<file path="src/rtl/magsq_pkg.sv">
// ============================================================================
//  Module  : magsq_pkg
//  Brief   : Shared types and widths for the I/Q mean-power front end
//            that feeds sqrt16i16o.
//  Rev     : 1.0  initial release
// ============================================================================
`default_nettype none

package magsq_pkg;

    // Sequencer states: capture, square I, square Q, accumulate
    typedef enum logic [1:0] {
        ST_IDLE = 2'd0,
        ST_SQI  = 2'd1,
        ST_SQQ  = 2'd2,
        ST_ACC  = 2'd3
    } state_t;

    // A single square never exceeds 2^30, so 31 unsigned bits hold it exactly
    localparam int SQ_W    = 31;
    // I*I + Q*Q never exceeds 2^31
    localparam int SUM_W   = 32;
    // Bit range of the mean that becomes the 16-bit output word
    localparam int RES_MSB = 30;
    localparam int RES_LSB = 15;

endpackage

`default_nettype wire

</file>
<file path="src/rtl/sq16.sv">
// ============================================================================
//  Module  : sq16
//  Brief   : Registered 16x16 signed squarer, 31-bit unsigned result,
//            one cycle of latency. Time-shared between I and Q.
//  Rev     : 1.0  initial release
// ============================================================================
`default_nettype none

module sq16
    import magsq_pkg::*;
(
    input  logic               clk,
    input  logic               rst,
    input  logic signed [15:0] a,
    output logic [SQ_W-1:0]    p
);

    logic [15:0]     mag;
    logic [SQ_W-1:0] p_d;
    logic [SQ_W-1:0] p_q;

    // Squaring the magnitude gives the same result as the signed square;
    // -32768 maps to 16'h8000 which is exactly 32768 unsigned.
    always_comb begin
        mag = a[15] ? 16'(-a) : 16'(a);
        p_d = SQ_W'(mag) * SQ_W'(mag);
    end

    // Product register
    always_ff @(posedge clk or posedge rst) begin
        if (rst) p_q <= '0;
        else     p_q <= p_d;
    end

    assign p = p_q;

endmodule

`default_nettype wire

</file>
<file path="src/rtl/magsq_avg16.sv">
// ============================================================================
//  Module  : magsq_avg16
//  Brief   : Forms I*I+Q*Q, averages 2**LOG2N samples, scales the mean to
//            an unsigned 16-bit word and paces the result strobes so they
//            never arrive faster than the downstream square rooter accepts.
//  Rev     : 1.0  initial release
// ============================================================================
`default_nettype none

module magsq_avg16
    import magsq_pkg::*;
#(
    parameter int LOG2N   = 4,
    parameter int MIN_GAP = 18
) (
    input  logic               clk,
    input  logic               rst,
    input  logic signed [15:0] iin,
    input  logic signed [15:0] qin,
    input  logic               iv,
    input  logic               clr_ovr,
    output logic [15:0]        dout,
    output logic               ov,
    output logic               ovr
);

    localparam int ACC_W = SUM_W + LOG2N;
    localparam int CNT_W = LOG2N + 1;
    localparam int GAP_W = (MIN_GAP < 1) ? 1 : $clog2(MIN_GAP + 1);
    localparam int TOP_W = RES_MSB - RES_LSB + 2;   // saturation bit + 16-bit result
    localparam logic [CNT_W-1:0] CNT_LAST = CNT_W'((1 << LOG2N) - 1);
    localparam logic [GAP_W-1:0] GAP_MAX  = GAP_W'(MIN_GAP);

    state_t             state_q, state_d;
    logic signed [15:0] i_q, i_d, q_q, q_d;
    logic [SQ_W-1:0]    ii_q, ii_d;
    logic [ACC_W-1:0]   acc_q, acc_d;
    logic [CNT_W-1:0]   cnt_q, cnt_d;
    logic [GAP_W-1:0]   gap_q, gap_d;
    logic               pend_q, pend_d;
    logic [15:0]        pval_q, pval_d;
    logic [15:0]        dout_q, dout_d;
    logic               ov_q, ov_d;
    logic               ovr_q, ovr_d;

    logic signed [15:0] sq_in;
    logic [SQ_W-1:0]    sq_out;
    logic [SUM_W-1:0]   sum;
    logic [ACC_W-1:0]   total;
    logic [TOP_W-1:0]   mean_top;
    logic [15:0]        result;
    logic               res_valid;
    logic               drop;
    logic               ovr_set;
    logic               gap_rdy;

    // The squarer sees I during SQI and Q otherwise, so Q*Q lands in ACC
    assign sq_in = (state_q == ST_SQI) ? i_q : q_q;

    sq16 u_sq16 (
        .clk (clk),
        .rst (rst),
        .a   (sq_in),
        .p   (sq_out)
    );

    // Sum of squares, running total and the scaled/saturated mean
    always_comb begin
        sum      = SUM_W'(ii_q) + SUM_W'(sq_out);
        total    = acc_q + ACC_W'(sum);
        mean_top = total[LOG2N + RES_LSB +: TOP_W];
        result   = mean_top[TOP_W-1] ? 16'hFFFF : mean_top[15:0];
    end

    // Sequencer, accumulator and sample counter
    always_comb begin
        state_d   = state_q;
        i_d       = i_q;
        q_d       = q_q;
        ii_d      = ii_q;
        acc_d     = acc_q;
        cnt_d     = cnt_q;
        res_valid = 1'b0;
        drop      = 1'b0;
        case (state_q)
            ST_IDLE: begin
                if (iv) begin
                    i_d     = iin;
                    q_d     = qin;
                    state_d = ST_SQI;
                end
            end
            ST_SQI: begin
                drop    = iv;
                state_d = ST_SQQ;
            end
            ST_SQQ: begin
                drop    = iv;
                ii_d    = sq_out;       // I*I is ready now; hold it while Q*Q forms
                state_d = ST_ACC;
            end
            ST_ACC: begin
                if (cnt_q == CNT_LAST) begin
                    res_valid = 1'b1;
                    acc_d     = '0;
                    cnt_d     = '0;
                end else begin
                    acc_d     = total;
                    cnt_d     = cnt_q + CNT_W'(1);
                end
                if (iv) begin
                    i_d     = iin;
                    q_d     = qin;
                    state_d = ST_SQI;
                end else begin
                    state_d = ST_IDLE;
                end
            end
            default: state_d = ST_IDLE;
        endcase
    end

    // Output pacing: issue a result only once the gap counter has saturated;
    // otherwise park it, and overwrite a parked one if another arrives.
    always_comb begin
        gap_rdy = (gap_q == GAP_MAX);
        ov_d    = 1'b0;
        dout_d  = dout_q;
        pend_d  = pend_q;
        pval_d  = pval_q;
        ovr_set = 1'b0;
        if (gap_rdy && pend_q) begin
            ov_d   = 1'b1;
            dout_d = pval_q;
            pend_d = res_valid;
            if (res_valid) pval_d = result;
        end else if (gap_rdy && res_valid) begin
            ov_d   = 1'b1;
            dout_d = result;
        end else if (res_valid) begin
            pend_d  = 1'b1;
            pval_d  = result;
            ovr_set = pend_q;
        end

        if (ov_d)         gap_d = '0;
        else if (gap_rdy) gap_d = gap_q;
        else              gap_d = gap_q + GAP_W'(1);

        // A new overrun takes priority over a clear in the same cycle
        if (ovr_set || drop) ovr_d = 1'b1;
        else if (clr_ovr)    ovr_d = 1'b0;
        else                 ovr_d = ovr_q;
    end

    // State registers; the gap counter starts full so the first result is not delayed
    always_ff @(posedge clk or posedge rst) begin
        if (rst) begin
            state_q <= ST_IDLE;
            i_q     <= '0;
            q_q     <= '0;
            ii_q    <= '0;
            acc_q   <= '0;
            cnt_q   <= '0;
            gap_q   <= GAP_MAX;
            pend_q  <= 1'b0;
            pval_q  <= '0;
            dout_q  <= '0;
            ov_q    <= 1'b0;
            ovr_q   <= 1'b0;
        end else begin
            state_q <= state_d;
            i_q     <= i_d;
            q_q     <= q_d;
            ii_q    <= ii_d;
            acc_q   <= acc_d;
            cnt_q   <= cnt_d;
            gap_q   <= gap_d;
            pend_q  <= pend_d;
            pval_q  <= pval_d;
            dout_q  <= dout_d;
            ov_q    <= ov_d;
            ovr_q   <= ovr_d;
        end
    end

    assign dout = dout_q;
    assign ov   = ov_q;
    assign ovr  = ovr_q;

endmodule

`default_nettype wire

</file>
<file path="config.mk">
export PLATFORM = sky130hd
export DESIGN_NAME = magsq_avg16
export DESIGN_NICKNAME = d
export VERILOG_FILES = /design/src/rtl/magsq_pkg.sv /design/src/rtl/sq16.sv /design/src/rtl/magsq_avg16.sv
export SDC_FILE = /design/constraint.sdc
export NUM_CORES = 1
export LEC_CHECK = 0
export BUFFER_PORTS_ARGS = -buffer_cell sky130_fd_sc_hd__buf_2
export CORE_UTILIZATION = 50
export DETAILED_ROUTE_END_ITERATION = 12
export HOLD_SLACK_MARGIN = 0.05
export PLACE_DENSITY = 0.64
export SYNTH_ARGS = -nofsm -noshare
export SYNTH_HDL_FRONTEND = slang
export SYNTH_HIERARCHICAL = 1
export SYNTH_SLANG_ARGS = --single-unit
</file>
<file path="constraint.sdc">
create_clock -name clk -period 9.5 [get_ports clk]
set_clock_uncertainty 0.05 [all_clocks]
set_input_delay 1.9 -clock clk [delete_from_list [all_inputs] [get_ports clk]]
set_output_delay 1.9 -clock clk [all_outputs]
set_load 0.02 [all_outputs]
</file>
==> flow_metrics.py <==
metrics = {
    "setup_path": {
        "reg2reg_depth": 30,
        "cp_data_required_time_ns": 9.83,
        "arrival_ns": 9.07,
        "crit_path_max_fanout": 16,
        "setup.worst_path.class": "reg -> reg",
        "endpoint_kind": "flip-flop",
        "cp_slowest_stage_delay_ns": 0.53,
        "critPathSlowestCell": "sky130_fd_sc_hd__fa_1",
        "critPathLaunchType": "flip-flop",
    },
    "clocking": {
        "clock_insertion_delay_worst_skew_ns": 0.46,
        "number_of_sinks_handled_by_clock_tree_synthesis": 176,
        "post_cts_resized": 0,
        "tritoncts": "yes",
        "cts_root_buffer": "sky130_fd_sc_hd__clkbuf_16",
        "cts-hold-fix-buffers": 0,
        "clk_pin_slew_ns": 0.07,
        "number_of_clock_buffers_inserted_by_tritoncts": 17,
        "cts_max_level": 4,
        "cts_max_path_buffers": 2,
        "post-cts-setup-buffer-count": 0,
    },
    "timing": {
        "maxClockFrequency_mhz": 115,
        "finalHoldViolations": 0,
        "post_route_setup_tns_ns": 0,
        "setup_viol_count_final": 0,
        "final_min_period_over_clock_period": 0.919,
        "tightestPinTransition_ns": 1.16,
        "max_slew_violations": 0,
        "timing.final.crit_period_ns": 8.73,
        "maxSlewHeadroom": 0.224,
        "rsz0062_at_grt": "no",
    },
    "drt": {
        "drtAntennaViolNets": 0,
        "drt_pass1_iterations": 5,
        "drt_wl_total_mm": 33.8,
        "via_count": 11200,
        "wire_per_inst_um": 16.3,
        "detail_route.iter0.violations": 503,
        "post_dr_vias_cell": 5.38,
        "drc_violations_left": 0,
    },
    "placement": {
        "buffer_ports.inserted": 53,
        "gp_congestion": 0.883,
        "dp_hpwl_mm": 26.9,
    },
    "synthesis": {
        "synth_top_area_share": 0.269,
        "top_flip_flop_cell_by_instance_count_after_synthesis": "sky130_fd_sc_hd__dfrtp_1",
        "post_synth_edffs": 0,
        "library_cell_occupying_the_most_area_in_the_post_synthesis_netlist": "sky130_fd_sc_hd__dfrtp_1",
        "async_flop_share": 1.00,
        "number_of_synthesized_register_bits": 176,
        "synthesis.area_per_instance_um2": 10.0,
        "syn_inst": 1611,
        "proportion_of_synthesized_chip_area_in_sequential_cells": 0.272,
        "mappedNetlistArea_mm2": 0.0162,
        "largest_cells_by_area_after_synthesis": "sky130_fd_sc_hd__dfrtp_1, sky130_fd_sc_hd__fa_1, sky130_fd_sc_hd__ha_1, sky130_fd_sc_hd__inv_1, sky130_fd_sc_hd__mux2_2",
        "ys_warn_count": 6,
        "yosys.cell_types.count": 72,
    },
    "global_route": {
        "grt_antenna_before_repair": 0,
        "vias_in_the_first_global_route": 11900,
        "globalRouteTotalUtil": 0.223,
        "aggregate_global_routing_overflow": 0,
        "grt_first_pass_wirelength_mm": 58.6,
        "grt_start_max_net_pins": 79,
    },
    "cells_and_area": {
        "fillerInstances": 2875,
        "fraction_of_final_layout_cells_sized_beyond_drive_strength_1": 0.128,
        "area.growth.synth_to_final_pct": 8.25,
        "nets_final": 2026,
        "antenna_cells_inserted": 0,
    },
    "die": {
        "floorplan.die_area_mm2": 0.0331,
        "die_width_um": 182,
        "floorplan.initialDensity": 0.510,
        "top_level_ports": 54,
        "chipHeight_um": 182,
        "coreArea_mm2": 0.0317,
        "rows": 65,
    },
    "min_path": {
        "hold_path_stages": 2,
        "hold_class": "reg -> reg",
    },
    "job": {
        "max_capacitance_violation_count": 0,
    },
    "outcome": {
        "result_of_the_run": "finished clean",
    },
}
kinds of logic (layout without fill, tap and decap cells):
| kind of cell | Yosys count | count (layout) | share of synthesized area |
|---|---|---|---|
| DFF | 176 | 176 | 0.272 |
| adders and majority gates | 329 | 329 | 0.344 |
| xor gates and xnor gates | 81 | 81 | 0.0452 |
| other | 2 | 12 | 0.000464 |
| muxes | 80 | 80 | 0.0554 |
| buffers and inverters | 344 | 397 | 0.0806 |
| and+or+nand+nor | 307 | 307 | 0.0850 |
| AOI/OAI and AO/OA | 292 | 292 | 0.117 |
synth_stat cells (all sizes together) (14+ instances only):
cell type / instances
fa: 194
mux2: 77
nand3: 25
inv: 292
nor2: 102
a21oi: 86
clkbuf: 39
o22ai: 43
o21a: 14
a21o: 19
xor2: 27
dfrtp: 174
nand2: 117
xnor2: 54
a31oi: 24
o21ai: 49
ha: 135
final cells by class:
class,count,area [um2],share of cell area
multi-input cells,1101,10500,0.600
flip-flops and latches,176,4410,0.251
inverters,294,1110,0.0633
well taps,402,503,0.0287
clock buffers,19,433,0.0247
repair buffers,71,400,0.0228
clock inverters,13,153,0.00871
per-stage QoR:
step	worst slack, ns	hold slack (ns)	instances	cell area, um2	utilization
6_report	0.767	0.447	2076	17500	0.552
5_1_grt	0.223	0.471	2076	17500	0.552
4_1_cts	0.752	0.446	2076	17500	0.552
3_3_place_gp	0.985	0.423	2044	16900	0.534
3_5_place_dp	0.770	0.429	2044	16900	0.534
2_1_floorplan	1.20	0.400	1621	16200	-
state kept, by name, indices dropped and copies added (netlist names):
name / count
u_sq16/p: 30
cnt_q: 5
ii_q: 31
dout: 16
ovr: 1
acc_q: 36
ov: 1
q_q: 16
pval_q: 16
state_q: 2
gap_q: 5
i_q: 16
pend_q: 1
path summary, 6_finish.rpt:
check	start	slack (ns)	endpoint
setup reg to reg	state_q[1]	0.77	u_sq16/p[27]
setup / recovery	state_q[1]	0.77	u_sq16/p[27]
hold / removal	u_sq16/p[3]	0.45	ii_q[3]
max in group asynchronous	rst	6.48	q_q[6]
hold reg to reg	u_sq16/p[3]	0.45	ii_q[3]
min in group asynchronous	rst	1.50	ii_q[28]
routing by layer:
layer  vias to the layer above  track usage  part of all wire
li1                       5350            -                 -
met1                      5593        0.291              0.47
met2                       178        0.383              0.49
met3                        41       0.0357             0.030
met4                         0       0.0659             0.019
met5                         -            0                 0
placed cells by master, fill, tap and decap left out, types with 19 or more instances in the layout:
cell type / n
sky130_fd_sc_hd__xnor2_1: 51
sky130_fd_sc_hd__a21oi_1: 75
sky130_fd_sc_hd__fa_1: 194
sky130_fd_sc_hd__nand3_1: 25
sky130_fd_sc_hd__dfrtp_1: 174
sky130_fd_sc_hd__inv_1: 287
sky130_fd_sc_hd__o22ai_1: 43
sky130_fd_sc_hd__nor2_1: 101
sky130_fd_sc_hd__mux2_2: 77
sky130_fd_sc_hd__nand2_1: 116
sky130_fd_sc_hd__xor2_1: 27
sky130_fd_sc_hd__buf_2: 53
sky130_fd_sc_hd__a21o_1: 19
sky130_fd_sc_hd__o21ai_0: 42
sky130_fd_sc_hd__a31oi_1: 23
sky130_fd_sc_hd__ha_1: 135
worst max-delay path: cells and delay by family, from the launching register on:
| kind | cells | cell delay, ns |
|---|---|---|
| adder cells (fa/ha/maj) | 9 | 3.64 |
| AO/OA/AOI/OAI | 6 | 1.86 |
| buffers and inverters | 8 | 0.96 |
| AND/OR/NAND/NOR | 4 | 0.84 |
| XOR/XNOR | 2 | 0.49 |
| flip-flops | 1 | 0.43 |
| multiplexers | 1 | 0.40 |
Power is not shown: default switching activity piles up to over one toggle a cycle in this logic, so the estimate is an artifact.
